<file path="config.mk">
export PLATFORM = sky130hd
export DESIGN_NAME = muldiv_unit_flat
export DESIGN_NICKNAME = d
export VERILOG_FILES = /design/src/rtl/muldiv_pkg.sv /design/src/rtl/muldiv_if.sv /design/src/rtl/div_core.sv /design/src/rtl/muldiv_unit.sv /design/src/flat_wrapper.sv
export SDC_FILE = /design/constraint.sdc
export NUM_CORES = 2
export LEC_CHECK = 0
export CAP_MARGIN = 20
export CORE_UTILIZATION = 30
export DETAILED_ROUTE_END_ITERATION = 16
export GPL_ROUTABILITY_DRIVEN = 0
export HOLD_SLACK_MARGIN = 0.12
export SYNTH_ARGS = -nofsm -noshare
export SYNTH_HDL_FRONTEND = slang
export SYNTH_SLANG_ARGS = --single-unit
</file>
<file path="constraint.sdc">
create_clock -name clk_i -period 10.5 [get_ports clk_i]
set_clock_uncertainty 0.1 [all_clocks]
set_input_delay 1.05 -clock clk_i [delete_from_list [all_inputs] [get_ports clk_i]]
set_output_delay 1.05 -clock clk_i [all_outputs]
set_load 0.01 [all_outputs]
</file>
<file path="src/rtl/muldiv_pkg.sv">
// muldiv_pkg: RV32M funct3 codes, FSM states and op-decoding helpers.
// Shared by muldiv_unit, div_core and the muldiv_if users.
package muldiv_pkg;

    localparam logic [2:0] OP_MUL    = 3'b000;
    localparam logic [2:0] OP_MULH   = 3'b001;
    localparam logic [2:0] OP_MULHSU = 3'b010;
    localparam logic [2:0] OP_MULHU  = 3'b011;
    localparam logic [2:0] OP_DIV    = 3'b100;
    localparam logic [2:0] OP_DIVU   = 3'b101;
    localparam logic [2:0] OP_REM    = 3'b110;
    localparam logic [2:0] OP_REMU   = 3'b111;

    typedef enum logic [1:0] {
        S_IDLE,
        S_MUL,
        S_DIV,
        S_DONE
    } state_t;

    function automatic logic is_div(input logic [2:0] op);
        return op[2];
    endfunction

    // Div ops: signed division. Mul ops: rs1 treated as signed.
    function automatic logic is_signed(input logic [2:0] op);
        return op[2] ? ~op[0] : (op != OP_MULHU);
    endfunction

    function automatic logic mul_b_signed(input logic [2:0] op);
        return (op == OP_MUL) || (op == OP_MULH);
    endfunction

endpackage

</file>
<file path="src/rtl/muldiv_if.sv">
// muldiv_if: request/response handshake bundle of the mul/div unit.
// master = issuing EX stage, slave = muldiv_unit.
interface muldiv_if #(
    parameter int XLEN  = 32,
    parameter int TAG_W = 5
);
    logic             valid_i;
    logic             ready_o;
    logic [2:0]       op_i;
    logic [XLEN-1:0]  a_i;
    logic [XLEN-1:0]  b_i;
    logic [TAG_W-1:0] tag_i;
    logic             valid_o;
    logic             ready_i;
    logic [XLEN-1:0]  result_o;
    logic [TAG_W-1:0] tag_o;

    modport master (
        output valid_i, op_i, a_i, b_i, tag_i, ready_i,
        input  ready_o, valid_o, result_o, tag_o
    );

    modport slave (
        input  valid_i, op_i, a_i, b_i, tag_i, ready_i,
        output ready_o, valid_o, result_o, tag_o
    );
endinterface

</file>
<file path="src/rtl/div_core.sv">
// div_core: iterative radix-2 restoring divider on unsigned magnitudes.
// One quotient bit per cycle, XLEN cycles; done_o flags the last iteration.
module div_core #(
    parameter int XLEN = 32
) (
    input  logic            clk_i,
    input  logic            rst_i,
    input  logic            start_i,
    input  logic            abort_i,
    input  logic [XLEN-1:0] dividend_i,
    input  logic [XLEN-1:0] divisor_i,
    output logic            done_o,
    output logic [XLEN-1:0] q_o,
    output logic [XLEN-1:0] r_o
);
    localparam int CW = $clog2(XLEN);
    localparam logic [CW-1:0] LAST = CW'(XLEN - 1);

    logic            busy;
    logic [CW-1:0]   cnt;
    logic [XLEN-1:0] q;
    logic [XLEN-1:0] r;
    logic [XLEN-1:0] d;
    logic [XLEN:0]   r_sh;
    logic [XLEN:0]   diff;

    always_comb begin
        r_sh = {r, q[XLEN-1]};
        diff = r_sh - {1'b0, d};
    end

    assign done_o = busy && (cnt == LAST);
    assign q_o    = q;
    assign r_o    = r;

    always_ff @(posedge clk_i) begin
        if (rst_i) begin
            busy <= 1'b0;
            cnt  <= '0;
            q    <= '0;
            r    <= '0;
            d    <= '0;
        end else if (abort_i) begin
            busy <= 1'b0;
            cnt  <= '0;
        end else if (start_i) begin
            busy <= 1'b1;
            cnt  <= '0;
            q    <= dividend_i;
            r    <= '0;
            d    <= divisor_i;
        end else if (busy) begin
            // Dividend shifts out of q while quotient bits shift in.
            if (!diff[XLEN]) begin
                r <= diff[XLEN-1:0];
                q <= {q[XLEN-2:0], 1'b1};
            end else begin
                r <= r_sh[XLEN-1:0];
                q <= {q[XLEN-2:0], 1'b0};
            end
            if (cnt == LAST) begin
                busy <= 1'b0;
                cnt  <= '0;
            end else begin
                cnt <= cnt + 1'b1;
            end
        end
    end
endmodule

</file>
<file path="src/rtl/muldiv_unit.sv">
// muldiv_unit: multi-cycle RV32M execute unit (pipelined mul, iterative div).
// Define MULDIV_FAST_SPECIAL_EN to finish div-by-zero/overflow in one cycle.
module muldiv_unit
    import muldiv_pkg::*;
#(
    parameter int XLEN       = 32,
    parameter int MUL_STAGES = 2,
    parameter int TAG_W      = 5
) (
    input logic      clk_i,
    input logic      rst_i,
    input logic      flush_i,
    muldiv_if.slave  bus
);
    localparam int MCW = (MUL_STAGES > 2) ? $clog2(MUL_STAGES) : 1;
    localparam logic [MCW-1:0] MUL_LAST =
        MCW'((MUL_STAGES > 1) ? MUL_STAGES - 2 : 0);
    localparam logic [XLEN-1:0] XMIN = {1'b1, {(XLEN-1){1'b0}}};

    state_t           state;
    state_t           state_nx;
    logic             accept;
    logic             fast;
    logic [2:0]       op_q;
    logic [XLEN-1:0]  a_q;
    logic [XLEN-1:0]  b_q;
    logic [TAG_W-1:0] tag_q;
    logic             dz_q;
    logic             ovf_q;
    logic             dz_in;
    logic             ovf_in;
    logic [MCW-1:0]   mcnt;
    logic [XLEN-1:0]  a_abs;
    logic [XLEN-1:0]  b_abs;
    logic [2*XLEN-1:0] a_ext;
    logic [2*XLEN-1:0] b_ext;
    logic [2*XLEN-1:0] prod_in;
    logic [2*XLEN-1:0] prod_q [MUL_STAGES];
    logic [2*XLEN-1:0] prod_last;
    logic             div_done;
    logic [XLEN-1:0]  q_mag;
    logic [XLEN-1:0]  r_mag;
    logic [XLEN-1:0]  q_fix;
    logic [XLEN-1:0]  r_fix;
    logic [XLEN-1:0]  mul_res;
    logic [XLEN-1:0]  div_res;

    assign accept = (state == S_IDLE) && bus.valid_i && !flush_i;
    assign dz_in  = (bus.b_i == '0);
    assign ovf_in = is_signed(bus.op_i) && (bus.a_i == XMIN) && (bus.b_i == '1);

`ifdef MULDIV_FAST_SPECIAL_EN
    assign fast = is_div(bus.op_i) && (dz_in || ovf_in);
`else
    assign fast = 1'b0;
`endif

    always_comb begin
        a_ext = {{XLEN{is_signed(bus.op_i) & bus.a_i[XLEN-1]}}, bus.a_i};
        b_ext = {{XLEN{mul_b_signed(bus.op_i) & bus.b_i[XLEN-1]}}, bus.b_i};
        prod_in = a_ext * b_ext;
        a_abs = (is_signed(bus.op_i) && bus.a_i[XLEN-1]) ? -bus.a_i : bus.a_i;
        b_abs = (is_signed(bus.op_i) && bus.b_i[XLEN-1]) ? -bus.b_i : bus.b_i;
    end

    always_ff @(posedge clk_i) begin
        if (rst_i) begin
            state <= S_IDLE;
        end else begin
            state <= state_nx;
        end
    end

    always_comb begin
        state_nx = state;
        unique case (state)
            S_IDLE: begin
                if (accept) begin
                    if (is_div(bus.op_i)) begin
                        state_nx = fast ? S_DONE : S_DIV;
                    end else begin
                        state_nx = (MUL_STAGES == 1) ? S_DONE : S_MUL;
                    end
                end
            end
            S_MUL:  if (mcnt == MUL_LAST) state_nx = S_DONE;
            S_DIV:  if (div_done) state_nx = S_DONE;
            S_DONE: if (bus.ready_i) state_nx = S_IDLE;
            default: state_nx = S_IDLE;
        endcase
        if (flush_i) state_nx = S_IDLE;
    end

    always_ff @(posedge clk_i) begin
        if (rst_i) begin
            op_q  <= '0;
            a_q   <= '0;
            b_q   <= '0;
            tag_q <= '0;
            dz_q  <= 1'b0;
            ovf_q <= 1'b0;
            mcnt  <= '0;
        end else if (flush_i) begin
            mcnt <= '0;
        end else if (accept) begin
            op_q  <= bus.op_i;
            a_q   <= bus.a_i;
            b_q   <= bus.b_i;
            tag_q <= bus.tag_i;
            dz_q  <= is_div(bus.op_i) && dz_in;
            ovf_q <= is_div(bus.op_i) && ovf_in;
            mcnt  <= '0;
        end else if (state == S_MUL) begin
            mcnt <= mcnt + 1'b1;
        end
    end

    // Product enters stage 0 at accept and advances only while in S_MUL.
    always_ff @(posedge clk_i) begin
        if (rst_i) begin
            for (int k = 0; k < MUL_STAGES; k++) prod_q[k] <= '0;
        end else begin
            if (accept) prod_q[0] <= prod_in;
            if (state == S_MUL) begin
                for (int k = 1; k < MUL_STAGES; k++) prod_q[k] <= prod_q[k-1];
            end
        end
    end

    assign prod_last = prod_q[MUL_STAGES-1];

    div_core #(.XLEN(XLEN)) u_div (
        .clk_i      (clk_i),
        .rst_i      (rst_i),
        .start_i    (accept && is_div(bus.op_i) && !fast),
        .abort_i    (flush_i),
        .dividend_i (a_abs),
        .divisor_i  (b_abs),
        .done_o     (div_done),
        .q_o        (q_mag),
        .r_o        (r_mag)
    );

    always_comb begin
        mul_res = (op_q == OP_MUL) ? prod_last[XLEN-1:0]
                                   : prod_last[2*XLEN-1:XLEN];
        q_fix = (is_signed(op_q) && (a_q[XLEN-1] ^ b_q[XLEN-1])) ? -q_mag : q_mag;
        r_fix = (is_signed(op_q) && a_q[XLEN-1]) ? -r_mag : r_mag;
        if (dz_q) begin
            q_fix = '1;
            r_fix = a_q;
        end else if (ovf_q) begin
            q_fix = a_q;
            r_fix = '0;
        end
        div_res = op_q[1] ? r_fix : q_fix;
    end

    assign bus.ready_o  = (state == S_IDLE);
    assign bus.valid_o  = (state == S_DONE);
    assign bus.result_o = (state == S_DONE) ? (is_div(op_q) ? div_res : mul_res) : '0;
    assign bus.tag_o    = (state == S_DONE) ? tag_q : '0;
endmodule

</file>
<file path="src/flat_wrapper.sv">
// flat-port wrapper written by rule: the top's interface ports become plain ports
module muldiv_unit_flat import muldiv_pkg::*;
#(
    parameter int XLEN       = 32,
    parameter int MUL_STAGES = 2,
    parameter int TAG_W      = 5
)
  (clk_i, rst_i, flush_i, bus_valid_i, bus_op_i, bus_a_i, bus_b_i, bus_tag_i, bus_ready_i, bus_ready_o, bus_valid_o, bus_result_o, bus_tag_o);
  muldiv_if #(.XLEN(XLEN), .TAG_W(TAG_W)) bus_i ();
  input logic clk_i;
  input logic rst_i;
  input logic flush_i;
  input wire logic [$bits(bus_i.valid_i)-1:0] bus_valid_i;
  input wire logic [$bits(bus_i.op_i)-1:0] bus_op_i;
  input wire logic [$bits(bus_i.a_i)-1:0] bus_a_i;
  input wire logic [$bits(bus_i.b_i)-1:0] bus_b_i;
  input wire logic [$bits(bus_i.tag_i)-1:0] bus_tag_i;
  input wire logic [$bits(bus_i.ready_i)-1:0] bus_ready_i;
  output wire logic [$bits(bus_i.ready_o)-1:0] bus_ready_o;
  output wire logic [$bits(bus_i.valid_o)-1:0] bus_valid_o;
  output wire logic [$bits(bus_i.result_o)-1:0] bus_result_o;
  output wire logic [$bits(bus_i.tag_o)-1:0] bus_tag_o;
  assign bus_i.valid_i = bus_valid_i;
  assign bus_i.op_i = bus_op_i;
  assign bus_i.a_i = bus_a_i;
  assign bus_i.b_i = bus_b_i;
  assign bus_i.tag_i = bus_tag_i;
  assign bus_i.ready_i = bus_ready_i;
  assign bus_ready_o = bus_i.ready_o;
  assign bus_valid_o = bus_i.valid_o;
  assign bus_result_o = bus_i.result_o;
  assign bus_tag_o = bus_i.tag_o;
  muldiv_unit #(.XLEN(XLEN), .MUL_STAGES(MUL_STAGES), .TAG_W(TAG_W)) u_core (.clk_i(clk_i), .rst_i(rst_i), .flush_i(flush_i), .bus(bus_i));
endmodule
</file>
## Yosys cells after proc, flatten, opt, wreduce, memory -nomap -nowiden

Memory sizes are Yosys's and may differ from the RTL's.
Cells that the tools add are included.

- Register bits: 179
- Latch bits: 0
- RAM bits: 128
- Bits in read-only memories: 0
- Output and inout port bits: 39
- Logic and storage cells: 110
- Memories kept: 1

Memories:

| name | words | bits a word | read ports | clocked after Yosys merged registers in | wr ports | line | RTL |
|---|---|---|---|---|---|---|---|
| u_core.prod_q | 2 | 64 | 2 | 0 | 2 | muldiv_unit.sv:38 | `logic [2*XLEN-1:0] prod_q [MUL_STAGES];` |

- Add/sub/neg operators: 7
- $mul: 1
- Div/mod/pow operators: 0
- Magnitude comparators: 0
- Equality and inequality tests: 13
- Shift-type cells: 0
- Muxes and demuxes: 41
- Bitwise logic cells: 8
- Reductions and logical operators: 26

Operators with widths:

| kind | number |
|---|---|
| 32-bit two-way mux | 17 |
| 64-bit two-way mux | 2 |
| 32-bit negator | 4 |
| 32-bit == test, second input constant | 2 |
| 33-bit by 33-bit multiplier with 64-bit output | 1 |
| 33-bit by 32-bit subtractor with 33-bit output | 1 |
| 32-bit zero test | 1 |
| 1-bit two-way mux | 14 |
| 1-bit logical AND | 12 |
| 2-bit two-way mux | 5 |
| 5-bit two-way mux | 2 |
| 2-bit one-hot mux with 4 select lines | 1 |
| 3-bit zero test | 2 |
| 3-bit by 2-bit != test with 1-bit output, second input constant | 2 |
| 2-bit AND reduction | 3 |
| 3-bit OR reduction | 2 |
| 5-bit by 1-bit adder with 5-bit output, second input constant | 1 |
| 5-bit == test, second input constant | 1 |
| 2-bit == test, second input constant | 2 |
| 2-bit by 1-bit != test with 1-bit output, second input constant | 2 |
| 2-bit != test, second input constant | 2 |
| 4-bit AND reduction | 1 |
| 3-bit by 1-bit == test with 1-bit output, second input constant | 1 |
| 1-bit inverter | 3 |
| 10 further kinds | 12 |

## Depth between registers and ports, before layout

- Depth in word-level cells: 9
- Gate-level depth with buffers: 33
- Mapped depth without buffers: 29

## Modules after synthesis

A second synthesis with hierarchy kept.

- Cells, all modules: 6,199
- Area, all modules: 54,557.3 um2

Modules (own cells, without submodules):

| module | instances | cells each | area an instance (um2) |
|---|---|---|---|
| muldiv_unit | 1 | 5,461 | 48,587.8 |
| div_core | 1 | 738 | 5,969.5 |

## Least setup slack after synthesis

No wires, ideal clock.

- Path type: input to register
- From: in bus_op_i[1]
- To: mem u_core.prod_q[0][60] (netlist name) (data pin)
- Setup time: 0.254 ns
- Arrival time: 9.264 ns
- Setup slack: 0.881 ns
- Cell stages on the path: 29
- Path buffers: 4
- Cells stage by stage: o21ai_0 and2_1 clkbuf_1 clkbuf_1 buf_1 nand2_1 fa_1 fa_1 inv_1 fa_1 inv_1 fa_1 inv_1 fa_1 fa_1 fa_1 inv_1 fa_1 inv_1 ha_1 clkbuf_1 a21o_1 a21o_1 a21oi_1 o21ai_0 a211oi_1 o21a_1 nor3_1 o21a_1

RTL lines:

| element | line | RTL |
|---|---|---|
| start: declaration | flat_wrapper.sv:14 | `input wire logic [$bits(bus_i.op_i)-1:0] bus_op_i;` |
| end: declaration | muldiv_unit.sv:38 |  |

==> results.ini <==
[routing]
routed_wl_um = 173000
vias = 42400
avgViaCountPerCell = 4.99
drt_iter0_drc = 3064
wire_per_inst_um = 20.3
postRouteAntennaNets = 0
first_pass_iters = 6
drc = 0

[global_routing]
grt_util_met3_pct = 1.78
grt_pass1_wl_um = 270000
grt.met1_usage_pct = 23.4
top_usage_layer = met2
grt_pass1_vias = 45300
antenna_found_initial = 11
grt_use_met2_pct = 33.0
grt_max_degree = 75
grt_util_all_layers_pct = 18.9
grt_overflow = 0

[setup_path]
r2r_start = u_core.u_div.q_o[31]
end_kind = register
reg2reg_slack_ns = 6.27
crit_start = bus_op_i[2]
cp_max_fo = 9
arrival_ns = 9.91
max_stage_delay_ns = 0.75
cp-start-kind = input port
crit_slowest_cell = fa_1
cp_common_cell = fa_1
worst_r2r_endpoint = u_core.u_div.r_o[7]
critical_path_class = input port to register
critical_path_required_ns = 10.76
reg2regPathDepth = 15
crit_path_end = u_core.prod_q[0][59]

[sta]
fmax_mhz = 104
worst_pin_slew_ns = 1.15
period_needed_ns = 9.65
finalSetupViolCount = 0
slew_viol_final = 0
fin_crit_sh_pct = 91.9
rsz0062_at_grt = false
hold_violations = 0
timing.setup.tns_ns = 0
max_slew_margin_pct = 22.8

[synth]
ys_warn_count = 0
syn-num-nets = 7675
syn-mean-instance-area_um2 = 8.75
async_flop_share_pct = 0
netlist_area_um2 = 54400
synth_ff_type = dfxtp_1
yosysSeqAreaShare_pct = 12.5
synth_edf_count = 128
ys_ff_latch = 276
post_synth_num_cell_types = 78
syn-instance-count = 6217

[floorplan]
die-area_um2 = 183000
core_area_um2 = 179000
die_w_um = 428
io_pins = 116
start_util_pct = 30.4
die_h_um = 428
num_rows = 155

[cells_and_area]
nNetsFinal = 7568
final_cells = 8491
design_area_um2 = 59000
n_fill_cell = 18700
syn2layout_area_growth_pct = 8.51
layout-drive-gt1-share_pct = 4.71
fin_util_pct = 32.9

[clock_tree]
clockRootBuffer = clkbuf_16
clk_latency_ns = 0.61
cts_tree = done
cts.sinks = 276
cts_buffers = 31
clk_pin_slew_worst_paths_ns = 0.07
htreeDepth = 1
cts.path.max_buffers = 3
postCtsSetupRepairBufs = 0
ctsResizeCount = 0
postCtsHoldBufs = 0

[run]
cap_violations = 0

[placement]
dp.cells = 8431
dp.final_hpwl_um = 138000
dpl_cell_area_um2 = 57900
port-buffer-count = 115

[hold_path]
holdCritPathClass = register to register
min_path_cells = 2

[status]
status = finished, final reports clean

metrics by stage:
stage / setup slack [ns] / hold WS [ns]
after detailed placement: 0.298 / 0.345
after global placement: 0.445 / 0.339
after global routing: 0.554 / 0.377
after floorplan: 0.881 / 0.332
final: 0.853 / 0.352
after CTS: 0.909 / 0.354
critical path: cells and delay by family:
family,cells,cell delay [ns]
AOI/OAI and AO/OA,7,1.77
buffers and inverters,8,1.12
xor gates and xnor gates,1,0.15
and+or+nand+nor,4,1.24
adders and majority gates,9,4.52
synth_stat cells, types with 30 or more instances:
| library cell | number | share of area, % |
|---|---|---|
| inv_1 | 1274 | 8.8 |
| fa_1 | 1126 | 41 |
| nand2_1 | 1117 | 7.7 |
| and2_1 | 335 | 3.9 |
| clkbuf_1 | 296 | 2.0 |
| nor2_1 | 257 | 1.8 |
| ha_1 | 255 | 5.9 |
| a21oi_1 | 186 | 1.7 |
| dfxtp_1 | 148 | 5.4 |
| edfxtp_1 | 128 | 7.1 |
| xnor2_1 | 116 | 1.9 |
| o21ai_0 | 111 | 1.0 |
| xor2_1 | 94 | 1.5 |
| buf_1 | 91 | 0.63 |
| a21o_1 | 62 | 0.86 |
| nor3_1 | 51 | 0.47 |
| a211oi_1 | 42 | 0.58 |
| a311oi_1 | 40 | 0.64 |
| mux2i_1 | 40 | 0.74 |
| or3_1 | 37 | 0.43 |
| o31ai_1 | 32 | 0.44 |
| o21ai_1 | 31 | 0.29 |
| nand3_1 | 30 | 0.28 |
per-layer routing:
metal	vias to the layer above	part of all wire (%)	wire length (um)
met5	-	0.044	76
met4	12	6.1	10400
met3	377	5.5	9440
met2	1500	49	84400
met1	21900	40	68300
li1	18600	-	-
cell families after synthesis:
group,synth area share (%)
XOR/XNOR,3.41
buffers and inverters,11.5
AO/OA/AOI/OAI,7.99
AND/OR/NAND/NOR,16.5
adder cells (fa/ha/maj),47.3
multiplexers,0.798
flip-flops,12.5
flip-flops by register name, indices dropped and copies added (netlist names), 2 cells and up:
name	flops
u_core.u_div.r_o	32
u_core.a_q	32
u_core.op_q	3
u_core.tag_q	5
u_core.u_div.cnt	5
u_core.u_div.q_o	32
u_core.state	2
u_core.prod_q	128
u_core.u_div.d	32
how the worst min path moves through the flow:
stage                         start         endpoint  slack [ns]
global placement    u_core.tag_q[1]  u_core.tag_q[1]        0.34
global route        u_core.tag_q[1]  u_core.tag_q[1]        0.38
finish              u_core.tag_q[0]  u_core.tag_q[0]        0.35
floorplan           u_core.tag_q[0]  u_core.tag_q[0]        0.33
detailed placement  u_core.tag_q[1]  u_core.tag_q[1]        0.34
CTS                 u_core.tag_q[1]  u_core.tag_q[1]        0.35
layout by cell type (no fill, tap or decap), drive strengths merged, types with 94 or more instances in the layout:
cell type  netlist  layout
a21oi          188     188
and2           336     336
buf             96     187
dfxtp          148     148
edfxtp         128     128
fa            1126    1126
ha             255     255
inv           1274    1275
nand2         1117    1117
nor2           257     257
o21ai          142     142
xnor2          117     117
xor2            94      94
area by class of cell:
class | instances | area, um^2 | area share (%)
multi-input cells | 4274 | 41400 | 70.1
diodes | 1 | 2.50 | 0.00424
clock buffers | 33 | 783 | 1.33
clock inverters | 25 | 330 | 0.560
flip-flops and latches | 276 | 6810 | 11.5
well taps | 2355 | 2950 | 4.99
repair buffers | 252 | 1980 | 3.36
inverters | 1275 | 4790 | 8.11
Power is not shown: default switching activity piles up to over one toggle a cycle in this logic, so the estimate is an artifact.
